## src/rtl/dual_prime_mv.sv

```systemverilog
// ---------------------------------------------------------------------------
// dual_prime_mv
//
// Derives the dual-prime motion vectors for one macroblock from a base field
// vector and a dmvector. A field picture yields one vector; a frame picture
// yields two (index 0 then index 1). Each vector is offered on a valid/ack
// handshake, and a one-cycle done pulse follows the last acknowledged vector.
//
// Parameters
//   MV_W            signed motion-vector component width
//
// Ports
//   clk             clock, all state changes on the rising edge
//   rst             synchronous reset, active low
//   inReady         start strobe, operands sampled when high and not busy
//   mv_x, mv_y      base field motion vector (signed, MV_W)
//   dmv_x, dmv_y    dmvector, signed 2-bit, restricted to -1/0/+1
//   pic_struct      01 top field, 10 bottom field, 11 frame, 00 reserved
//   top_field_first picture coding extension flag
//   out_ack         consumer accepts the current vector
//   busy            high from operand capture until the done pulse
//   out_valid       derived vector available
//   vec_x, vec_y    derived vector (signed, MV_W)
//   vec_idx         index of the derived vector (0 or 1)
//   done            one-cycle pulse after the last vector is accepted
// ---------------------------------------------------------------------------
module dual_prime_mv #(
    parameter int MV_W = 12
) (
    input  logic                   clk,
    input  logic                   rst,
    input  logic                   inReady,
    input  logic signed [MV_W-1:0] mv_x,
    input  logic signed [MV_W-1:0] mv_y,
    input  logic signed [1:0]      dmv_x,
    input  logic signed [1:0]      dmv_y,
    input  logic [1:0]             pic_struct,
    input  logic                   top_field_first,
    input  logic                   out_ack,
    output logic                   busy,
    output logic                   out_valid,
    output logic signed [MV_W-1:0] vec_x,
    output logic signed [MV_W-1:0] vec_y,
    output logic [1:0]             vec_idx,
    output logic                   done
);

    typedef enum logic [2:0] {
        IDLE  = 3'd0,
        CALC0 = 3'd1,
        OUT0  = 3'd2,
        CALC1 = 3'd3,
        OUT1  = 3'd4,
        FIN   = 3'd5
    } state_t;

    localparam logic [1:0] PIC_RSVD   = 2'b00;
    localparam logic [1:0] PIC_TOP    = 2'b01;
    localparam logic [1:0] PIC_FRAME  = 2'b11;

    localparam logic signed [1:0] E_NEG = 2'sb11;  // -1
    localparam logic signed [1:0] E_POS = 2'sb01;  // +1
    localparam logic signed [1:0] E_NONE = 2'sb00;

    state_t                 state_q;
    logic signed [MV_W-1:0] mv_x_q, mv_y_q;
    logic signed [1:0]      dmv_x_q, dmv_y_q;
    logic [1:0]             pic_q;
    logic                   tff_q;
    logic                   busy_q, out_valid_q, done_q;
    logic signed [MV_W-1:0] vec_x_q, vec_y_q;
    logic [1:0]             vec_idx_q;

    logic signed [MV_W-1:0] vec_x_d, vec_y_d;

    // One component: ((mv*m + (mv>0)) >>> 1) + dmv + e, with m either 1 or 3.
    // Intermediates carry three guard bits so mv*3 cannot overflow; the
    // result wraps to MV_W bits.
    function automatic logic signed [MV_W-1:0] derive(
        input logic signed [MV_W-1:0] mv,
        input logic                   triple,
        input logic signed [1:0]      dmv,
        input logic signed [1:0]      e
    );
        logic signed [MV_W+2:0] ext;
        logic signed [MV_W+2:0] acc;
        logic                   pos;
        ext = {{3{mv[MV_W-1]}}, mv};
        pos = !mv[MV_W-1] && (|mv);
        acc = triple ? ((ext <<< 1) + ext) : ext;
        acc = acc + {{(MV_W+2){1'b0}}, pos};
        acc = acc >>> 1;
        acc = acc + {{(MV_W+1){dmv[1]}}, dmv} + {{(MV_W+1){e[1]}}, e};
        return acc[MV_W-1:0];
    endfunction

    // Vector selection: CALC1 only occurs for frames and produces vector 1;
    // otherwise vector 0 of a frame or the single field vector.
    always_comb begin
        logic                is_frame;
        logic                triple;
        logic signed [1:0]   e;
        is_frame = (pic_q == PIC_FRAME);
        if (state_q == CALC1) begin
            triple = tff_q;
            e      = E_POS;
        end else if (is_frame) begin
            triple = !tff_q;
            e      = E_NEG;
        end else begin
            triple = 1'b0;
            e      = (pic_q == PIC_TOP) ? E_NEG : E_POS;
        end
        vec_x_d = derive(mv_x_q, triple, dmv_x_q, E_NONE);
        vec_y_d = derive(mv_y_q, triple, dmv_y_q, e);
    end

    // NOTE: state is updated with non-blocking assignments and the reset is
    // checked inside the clocked block, so reset only acts on a rising edge.
    always_ff @(posedge clk) begin
        if (!rst) begin
            state_q     <= IDLE;
            busy_q      <= 1'b0;
            out_valid_q <= 1'b0;
            done_q      <= 1'b0;
            vec_x_q     <= '0;
            vec_y_q     <= '0;
            vec_idx_q   <= 2'd0;
            mv_x_q      <= '0;
            mv_y_q      <= '0;
            dmv_x_q     <= '0;
            dmv_y_q     <= '0;
            pic_q       <= '0;
            tff_q       <= 1'b0;
        end else begin
            case (state_q)
                IDLE: begin
                    done_q <= 1'b0;
                    if (inReady) begin
                        mv_x_q  <= mv_x;
                        mv_y_q  <= mv_y;
                        dmv_x_q <= dmv_x;
                        dmv_y_q <= dmv_y;
                        pic_q   <= pic_struct;
                        tff_q   <= top_field_first;
                        busy_q  <= 1'b1;
                        state_q <= CALC0;
                    end
                end
                CALC0: begin
                    if (pic_q == PIC_RSVD) begin
                        // Reserved structure: nothing to emit, finish at once.
                        done_q  <= 1'b1;
                        state_q <= FIN;
                    end else begin
                        vec_x_q     <= vec_x_d;
                        vec_y_q     <= vec_y_d;
                        vec_idx_q   <= 2'd0;
                        out_valid_q <= 1'b1;
                        state_q     <= OUT0;
                    end
                end
                OUT0: begin
                    if (out_ack) begin
                        out_valid_q <= 1'b0;
                        if (pic_q == PIC_FRAME) begin
                            state_q <= CALC1;
                        end else begin
                            done_q  <= 1'b1;
                            state_q <= FIN;
                        end
                    end
                end
                CALC1: begin
                    vec_x_q     <= vec_x_d;
                    vec_y_q     <= vec_y_d;
                    vec_idx_q   <= 2'd1;
                    out_valid_q <= 1'b1;
                    state_q     <= OUT1;
                end
                OUT1: begin
                    if (out_ack) begin
                        out_valid_q <= 1'b0;
                        done_q      <= 1'b1;
                        state_q     <= FIN;
                    end
                end
                FIN: begin
                    done_q  <= 1'b0;
                    busy_q  <= 1'b0;
                    state_q <= IDLE;
                end
                default: begin
                    state_q     <= IDLE;
                    busy_q      <= 1'b0;
                    out_valid_q <= 1'b0;
                    done_q      <= 1'b0;
                end
            endcase
        end
    end

    assign busy      = busy_q;
    assign out_valid = out_valid_q;
    assign vec_x     = vec_x_q;
    assign vec_y     = vec_y_q;
    assign vec_idx   = vec_idx_q;
    assign done      = done_q;

endmodule
```

## config.mk

```make
export PLATFORM = sky130hd
export DESIGN_NAME = dual_prime_mv
export DESIGN_NICKNAME = d
export VERILOG_FILES = /design/src/rtl/dual_prime_mv.sv
export SDC_FILE = /design/constraint.sdc
export NUM_CORES = 1
export LEC_CHECK = 0
export ABC_AREA = 1
export CORE_MARGIN = 2
export CORE_UTILIZATION = 40
export CTS_BUF_LIST = sky130_fd_sc_hd__clkbuf_16
export DETAILED_ROUTE_END_ITERATION = 6
export GPL_TIMING_DRIVEN = 0
export PLACE_DENSITY = 0.64
export SYNTH_ARGS = -nofsm -noshare
export SYNTH_HDL_FRONTEND = slang
export SYNTH_SLANG_ARGS = --single-unit
```

## constraint.sdc

```tcl
create_clock -name clk -period 5.51 [get_ports clk]
set_input_delay 0.8265 -clock clk [delete_from_list [all_inputs] [get_ports clk]]
set_output_delay 0.8265 -clock clk [all_outputs]
set_load 0.005 [all_outputs]
```

==> metrics, run 1 <==
NumNets Final 1,041; Worst Tran Pin Value 0.6530 ns; RSZ-0062 raised after global routing no; Ant. Diodes 0; Vias/cell 5.015; Final min period 4.527 ns; clock sinks 62; most used cell, CP nand2_1; post_cts resized 0; Sw Ratio 0.4922; logic gate share of total power 0.643; wire length per cell 13.77 um; leading post-synthesis cells by cell area dfxtp_1 21%, ha_1 13%, nand2_1 11%, inv_1 10%, a21oi_1 6.4%; final setup TNS 0 ns; Slowest cell on crit path fa_1; total power 3559 uW; post-CTS setup buffers 0; hold slack 0.4679 ns; DR iter-0 viols 315; total grt overflow 0; # port buffers slightly above 60; pre-CTS setup slack 1.095 ns; number of buffers created by CTS 9; H-tree depth 3; period utilization 0.8217; FMAX 220.9 MHz; CP max FO 7; Psw ~1800 uW; Clock Tree Buf Depth 2; top-area cell type share of the netlist area 0.2150; Clock Pin Slew Worst Setup and Hold Paths 0.05 ns; max cap viols 0; endpoints failing hold 0; die span in x 124.2 um; drt pass-1 iters 5; CP Class reg -> reg; chip height 124.2 um; Cells after Synth between 800 and 900; hpwl dp approximately 12,000 um; total I/O pin count 64; CTS tree done; full die area 0.01541 sq mm; largest net degree at the start of global routing 14; status complete, no violations; Synth area leader dfxtp_1; count of hold-fix buffers inserted at cts 0; Mapped Nets around 970; final wirelength 15,390 um; Yosys reg bits 62; LEAKAGE 0.003397 uW; Worst slew margin 0.5600; ANT nets after route 0; HP Class reg -> reg; Final setup viols 0; Max VDD drop between 0.3 and 0.4 mV; crit path capture type register; CP required slightly below 6 ns; synthesized area 0.005774 sq mm; CP arrival 4.80 ns; post-synth cell types 44; fin. max-slew vios 0; Cells after DPL 1,102; Final WS setup 0.9826 ns; Clock Latency Late Sink 0.35 ns; Synthesis Warnings 0; Post-synth EDFFs 0; initial antenna violation count 0; Clk pwr share 0.146; Starting Density 0.4128; row cnt 43; sequential share of power 0.211; Post-synth top flop dfxtp_1; part of the Yosys area used for sequential elements 0.2150; core area between 0.01 and 0.015 sq mm; Root Driver clkbuf_16; GP Congestion 0.9527; clk_skew 0.007128 ns; detailed-route via count 5,607; # DRC 0; number of global-route vias before repair 5,481; share of cells above drive strength 1 0.05224; Mean Syn Cell Area 6.706 sq um; fin cells 1,118; share of flip-flops with an asynchronous set or reset 0; Cell Pwr Density 518.2 mW/mm^2; first-pass GRT wire length 25,370 um; P_int 1807 uW; gr usage total 0.2141; Area Growth Syn to Fin 18.96%; CP Launch Type register; CP peak stage delay 0.48 ns
==> cells in the mapped netlist (2+ instances only) <==
master / number
o21ai_0: 69
nand2_1: 171
buf_6: 2
nor2_1: 47
nand3_1: 64
nor3_1: 10
o21bai_1: 15
a31oi_1: 2
fa_1: 14
o22ai_1: 2
a21oi_1: 74
nor3_2: 3
nand2_2: 8
nand4_1: 12
nand3b_1: 3
ha_1: 59
a21oi_2: 2
inv_1: 155
and2_1: 2
clkbuf_1: 17
o21ai_2: 4
dfxtp_1: 62
xnor2_1: 14
nor2_2: 4
buf_4: 2
nor2_4: 2
a21o_1: 3
xor2_1: 23
==> flip-flops by register name, summed over array words and instances (netlist names) <==
name       count
vec_x         12
out_valid      1
busy           1
pic_q          2
mv_y_q        12
vec_y         12
tff_q          1
done           1
dmv_y_q        2
dmv_x_q        2
vec_idx        1
mv_x_q        12
state_q        3
==> cells in the final DEF (no fill, tap or decap), types with 2 or more instances in the layout <==
master	synthesis	layout
nand2_2	8	8
nand3b_1	3	3
clkbuf_1	17	17
dfxtp_1	62	62
o22ai_1	2	2
nor3_2	3	3
nor3_1	10	10
a21o_1	3	3
nor2_2	4	4
buf_4	2	2
nand3_1	64	64
o21ai_2	4	4
fa_1	14	14
a21oi_1	74	74
a31oi_1	2	2
buf_6	2	2
o21bai_1	15	15
o21ai_0	69	69
clkinv_2	0	3
nor2_4	2	2
inv_1	155	157
clkbuf_16	0	9
nand2_1	171	171
ha_1	59	59
nor2_1	47	47
a21oi_2	2	2
clkinv_1	1	2
xnor2_1	14	14
and2_1	2	2
xor2_1	23	23
nand4_1	12	12
clkdlybuf4s50_1	0	61
==> worst paths after layout <==
kind           endpoint  slack, ns  cells past startpoint  startpoint
min reg2reg  vec_idx[0]       0.47                      2  vec_idx[0]
max reg2reg   vec_y[11]       0.98                     28   mv_y_q[2]
max           vec_y[11]       0.98                     28   mv_y_q[2]
min          vec_idx[0]       0.47                      2  vec_idx[0]
==> power by group through the flow <==
stage          Combinational [uW]  Sequential (uW)  Clock (uW)
2_1_floorplan                1660              729           0
3_3_place_gp                 2260              761           0
3_5_place_dp                 2280              758           0
4_1_cts                      2290              752         529
5_1_grt                      2630              774         544
6_report                     2290              752         518
==> per-stage QoR <==
step,util,area (sq um)
detailed placement,0.4725,6610
floorplan,-,5774
CTS,0.4911,6869
global route,0.4911,6869
finish,0.4911,6869
global placement,0.4725,6610
==> area by class of cell <==
| cell class | count | area, sq um |
|---|---|---|
| buffer | 22 | 106.4 |
| clock buffer | 9 | 225.2 |
| clock inverter | 7 | 33.78 |
| fill | 1479 | 7119 |
| inverter | 157 | 589.3 |
| multi-input combinational | 620 | 3837 |
| sequential | 62 | 1241 |
| tap | 180 | 225.2 |
| timing repair buffer | 61 | 610.6 |
==> kinds of logic after synthesis <==
| logic type | share of synthesized area |
|---|---|
| AO/OA/AOI/OAI | 0.1731 |
| XOR/XNOR | 0.05612 |
| adder cells (fa/ha/maj) | 0.1764 |
| buffers and inverters | 0.1205 |
| flip-flops | 0.2150 |
| other | 0.0006494 |
| AND/OR/NAND/NOR | 0.2583 |
==> routing by layer <==
metal	global-route usage	share of wire	wire length, um	vias up
met3	0.04808	0.045	687	24
li1	-	-	-	2926
met1	0.2641	0.46	7098	2537
met4	0.06390	0.019	299	0
met5	0	0	0	-
met2	0.3712	0.47	7307	120
==> critical path, delay by kind of cell, from the launching register on <==
family,cells,cell delay [ns]
flip-flops,1,0.39
AO/OA/AOI/OAI,2,0.36
buffers and inverters,7,0.68
adder cells (fa/ha/maj),3,1.07
AND/OR/NAND/NOR,14,1.59
XOR/XNOR,2,0.34
Power figures use the tool's default switching activity.
==> inputs of run 2 (changes only) <==
clock period = 4.5 ns   (was 5.51 ns; I/O delays follow)
==> run 2 against run 1 <==
  * Sequential cell count did not move
  * Combinational power grew 25%
  * Global-route usage unchanged
  * Register-to-register slack got worse by 0.57 ns
  * Total power rose by 24%
  * Routed wire length grew 0.94%
==> metrics, run 2 (synthesis results as in run 1) <==
LEAKAGE 0.003433 uW (+1.1%); total I/O pin count 64 (unchanged); Final setup viols 0 (unchanged); cell family with most CP delay adder cells; drt pass-1 iters 5 (unchanged); ANT nets after route 0 (unchanged); hold slack 0.4675 ns (-0.0003880 ns); Root Driver clkbuf_16; Clock Tree Buf Depth 2 (unchanged); final setup TNS 0 ns (unchanged); Max VDD drop 0.3457 mV (+13%); CTS tree done; hpwl dp 12,220 um (unchanged); H-tree depth 3 (unchanged); Slowest cell on crit path fa_2; Clock Pin Slew Worst Setup and Hold Paths 0.05 ns (about the same); HP Class reg -> reg; fin cells 1,122 (+0.36%); Ant. Diodes 0 (unchanged); CP Class reg -> reg; Crit path depth 25 (-11%); largest net degree at the start of global routing 14 (unchanged); FMAX 244.5 MHz (+11%); Clk pwr share 0.143 (-0.003); GP Congestion 0.9527 (unchanged); chip height 124.2 um (unchanged); number of global-route vias before repair 5,481 (unchanged); CP peak stage delay 0.56 ns (+0.08 ns); sequential share of power 0.210 (about the same); clock sinks 62 (unchanged); Worst Tran Pin Value 0.6645 ns (+0.01147 ns); crit path capture type register; WP buf/inv 3 (-4); NumNets Final 1,045 (+0.38%); worst-case reg-to-reg path depth 25 (-11%); core area 0.01399 sq mm (unchanged); Worst Hold Depth 2 (unchanged); row cnt 43 (unchanged); Area Growth Syn to Fin 20.93%; first-pass GRT wire length 25,370 um (unchanged); gr usage total 0.2141 (unchanged); # port buffers 61 (unchanged); Worst slew margin 0.5565 (-0.003534); status complete, no violations; Final min period 4.090 ns (-0.4374 ns); RSZ-0062 raised after global routing no; CP max FO 4 (-3); initial antenna violation count 0 (unchanged); Cells after DPL 1,102 (unchanged); Starting Density 0.4128 (unchanged); most used cell, CP nand2_1; most frequent cells in the layout 169 x nand2_1, 157 x inv_1, 74 x a21oi_1; die span in x 124.2 um (unchanged); max cap viols 0 (unchanged); Cell Pwr Density 634.6 mW/mm^2 (+22%); # DRC 0 (unchanged); Clock Latency Late Sink 0.35 ns (about the same); CP required 4.74 ns (-1.04 ns); filler cell count 1,462 (-1.1%); fin. max-slew vios 0 (unchanged); logic gate share of total power 0.647 (+0.004); DR iter-0 viols 298 (-5.4%); final wirelength 15,540 um (+0.94%); total power 4431 uW (+24%); Vias/cell 5.035 (+0.39%); CP arrival 4.33 ns (-0.47 ns); endpoints failing hold 0 (unchanged); period utilization 0.9089 (+0.08722); clk_skew 0.006817 ns (-0.0003108 ns); total grt overflow 0 (unchanged); P_int 2256 uW (+25%); Psw 2175 uW (+24%); detailed-route via count 5,649 (+0.75%); Sw Ratio 0.4908 (-0.001401); count of hold-fix buffers inserted at cts 0 (unchanged); share of cells above drive strength 1 0.07643 (+0.02419); CP Launch Type register; full die area 0.01541 sq mm (unchanged); number of buffers created by CTS 9 (unchanged); wire length per cell 13.85 um (+0.58%); most common cell after layout, fill and taps aside nand2_1
-- run 2: cell count changes in the layout (fill, tap and decap cells not counted), sizes merged --
cell	change
clkbuf	-1
buf	+5
-- run 2: area by class of cell --
class                   instances  area (sq um)  area share
repair buffers                 66         648.1     0.09281
clock inverters                 7         33.78    0.004838
well taps                     180         225.2     0.03225
multi-input cells             620          3899      0.5583
flip-flops and latches         62          1252      0.1794
inverters                     157         589.3     0.08439
plain buffers                  21         110.1     0.01577
clock buffers                   9         225.2     0.03225
-- run 2: power by group through the flow --
stage | combinational (uW) | clock (uW) | sequential, uW
after detailed placement | 2790 | 0 | 929
after global placement | 2770 | 0 | 931
after CTS | 2810 | 648 | 921
after global routing | 3280 | 667 | 958
after floorplan | 2040 | 0 | 893
final | 2870 | 632 | 932
-- run 2: worst reg2reg max path, cell delays in order (launching register included) --
cell and delay (ns):
dfxtp_2 0.35, ha_4 0.18, fa_2 0.56, inv_1 0.04
nand3_1 0.09, and2_1 0.17, nand2_1 0.07, nor2_1 0.21
xor2_1 0.24, fa_1 0.49, inv_1 0.09, ha_1 0.23
nand3_1 0.08, nand2_1 0.08, nand2_1 0.07, nand2_1 0.05
a21oi_1 0.22, o21ai_0 0.18, nand2_1 0.09, nand2_1 0.05
nand2_1 0.05, nand2_1 0.07, a21oi_1 0.11, o21ai_0 0.12
nand2_1 0.07, inv_1 0.03
-- run 2: worst paths after layout --
kind | to | startpoint | slack (ns)
min | vec_idx[0] | vec_idx[0] | 0.47
max reg2reg | vec_y[10] | mv_y_q[0] | 0.41
min reg2reg | vec_idx[0] | vec_idx[0] | 0.47
max | vec_y[10] | mv_y_q[0] | 0.41
-- run 2: repair_timing --
item,CTS,global route
setup endpoints to repair,0,3
setup buffers,0,5
hold endpoints to repair,0,0
gates resized for setup,0,24
-- run 2: through the flow --
step	instance area [sq um]	setup WS (ns)	util
after floorplan	5774	0.6239	-
after global placement	6610	0.1419	0.4725
after detailed placement	6610	0.08494	0.4725
after CTS	6869	0.03399	0.4911
after global routing	6983	0.01474	0.4992
final	6983	0.4100	0.4992
-- run 2: routing by layer --
layer	vias up	GRT usage	wire length [um]
li1	2927	-	-
met1	2578	0.2641	7134
met2	123	0.3712	7410
met3	21	0.04808	714
met4	0	0.06390	276
met5	-	0	0
==> inputs of run 3 (changes only) <==
CTS_BUF_LIST = unset   (was sky130_fd_sc_hd__clkbuf_16)
==> run 3 against run 2 <==
  * Final cell count did not move
  * Hold slack gained 0.00054 ns
  * Via count decreased by 0.37%
  * Clock power grew 3.8%
  * Global-route usage stayed put
  * Core utilization increased by 0.072 points
  * Sequential share of layout area about the same
  * Critical endpoint unchanged
  * Register-to-register slack hardly changed
==> metrics, run 3 (synthesis results as in run 1) <==
# port buffers 61 (unchanged); drt pass-1 iters 7 (+2); largest net degree at the start of global routing 14 (unchanged); count of hold-fix buffers inserted at cts 0 (unchanged); status complete, no violations; NumNets Final 1,045 (unchanged); Cell Pwr Density 636.9 mW/mm^2 (+0.36%); final wirelength 15,510 um (-0.15%); total grt overflow 0 (unchanged); number of buffers created by CTS 9 (unchanged); gr usage total 0.2141 (unchanged); CP required 4.74 ns (about the same); most common cell after layout, fill and taps aside nand2_1; fin area 0.006993 sq mm (+0.14%); GP Congestion 0.9527 (unchanged); pre-CTS setup slack 0.08494 ns (unchanged); die span in x 124.2 um (unchanged); # DRC 0 (unchanged); min-delay src vec_idx[0]; CTS tree done; first-pass GRT wire length 25,360 um (about the same); Ant. Diodes 0 (unchanged); CP arrival 4.33 ns (about the same); crit path capture type register; period utilization 0.9086 (about the same); ANT nets after route 0 (unchanged); wire length per cell 13.83 um (-0.15%); CP Launch Type register; Area Growth Syn to Fin 21.11%; full die area 0.01541 sq mm (unchanged); Critical Path Start mv_y_q[0]; clk_skew 0.006951 ns (+0.0001332 ns); Final WS setup 0.4111 ns (+0.001157 ns); Clock Pin Slew Worst Setup and Hold Paths 0.05 ns (about the same); CP Class reg -> reg; Max VDD drop 0.3464 mV (+0.20%); endpoints failing hold 0 (unchanged); most frequent cells in the layout 169 x nand2_1, 155 x inv_1, 74 x a21oi_1; H-tree depth 3 (unchanged); chip height 124.2 um (unchanged); RSZ-0062 raised after global routing no; HP Class reg -> reg; Worst Tran Pin Value 0.6641 ns (-0.0003690 ns); Core Util, Final 0.4999 (+0.0007160); max cap viols 0 (unchanged); fin. max-slew vios 0 (unchanged); Final setup viols 0 (unchanged); Vias/cell 5.016 (-0.37%); Clock Latency Late Sink 0.35 ns (about the same); core area 0.01399 sq mm (unchanged); DR iter-0 viols 342 (+15%); number of global-route vias before repair 5,479 (-0.036%); row cnt 43 (unchanged); Starting Density 0.4128 (unchanged); FMAX 244.6 MHz (about the same); LEAKAGE 0.003431 uW (about the same); hpwl dp 12,220 um (unchanged); clock sinks 62 (unchanged); Final min period 4.089 ns (-0.001157 ns); Worst slew margin 0.5568 (about the same); final setup TNS 0 ns (unchanged); initial antenna violation count 0 (unchanged); Clock Tree Buf Depth 2 (unchanged); share of cells above drive strength 1 0.07749 (+0.001062); CP max FO 4 (unchanged); detailed-route via count 5,628 (-0.37%); FF-to-FF Start mv_y_q[0]; total I/O pin count 64 (unchanged); Root Driver clkbuf_16; dpl cell area 0.006610 sq mm (unchanged)
## run 3: final cells by class
type	instances	area, sq um
Multi-Input combinational cell	620	3899
Sequential cell	62	1252
Buffer	21	110.1
Clock buffer	12	246.5
Tap cell	180	225.2
Timing Repair Buffer	66	648.1
Fill cell	1461	6995
Clock inverter	4	22.52
Inverter	157	589.3
## run 3: stage by stage
| stage | hold WS, ns | total power, uW | instances |
|---|---|---|---|
| final | 0.4681 | 4454 | 1122 |
| after floorplan | 0.4280 | 2931 | 861 |
| after CTS | 0.4714 | 4399 | 1118 |
| after global routing | 0.4805 | 4926 | 1122 |
| after global placement | 0.4608 | 3698 | 1102 |
| after detailed placement | 0.4634 | 3715 | 1102 |
## run 3: worst paths after layout
kind / depth (start not counted) / slack (ns) / end
min reg2reg: 2 / 0.47 / vec_idx[0]
min: 2 / 0.47 / vec_idx[0]
max: 25 / 0.41 / vec_y[10]
max reg2reg: 25 / 0.41 / vec_y[10]
## run 3: repair_timing
item	CTS	global route
gates resized for setup	0	24
endpoints found under the setup margin	0	3
endpoints found under the hold margin	0	0
buffers inserted	0	5
## run 3: routing by layer
| metal | up-vias | share of wire | global-route usage |
|---|---|---|---|
| met5 | - | 0 | 0 |
| met4 | 0 | 0.018 | 0.06390 |
| met3 | 21 | 0.045 | 0.04808 |
| met2 | 116 | 0.48 | 0.3712 |
| met1 | 2562 | 0.46 | 0.2641 |
| li1 | 2929 | - | - |
## run 3: critical path: stages (launching register included)
cell     delay, ns
dfxtp_2       0.35
ha_4          0.18
fa_2          0.56
inv_1         0.04
nand3_1       0.09
and2_1        0.17
nand2_1       0.07
nor2_1        0.21
xor2_1        0.24
fa_1          0.49
inv_1         0.09
ha_1          0.23
nand3_1       0.08
nand2_1       0.08
nand2_1       0.07
nand2_1       0.05
a21oi_1       0.22
o21ai_0       0.18
nand2_1       0.09
nand2_1       0.05
nand2_1       0.05
nand2_1       0.07
a21oi_1       0.11
o21ai_0       0.12
nand2_1       0.07
inv_1         0.03
## run 3: power by group
| group | switching, uW | internal [uW] |
|---|---|---|
| registers | 177 | 755 |
| clock network | 271 | 385 |
| logic | 1730 | 1140 |
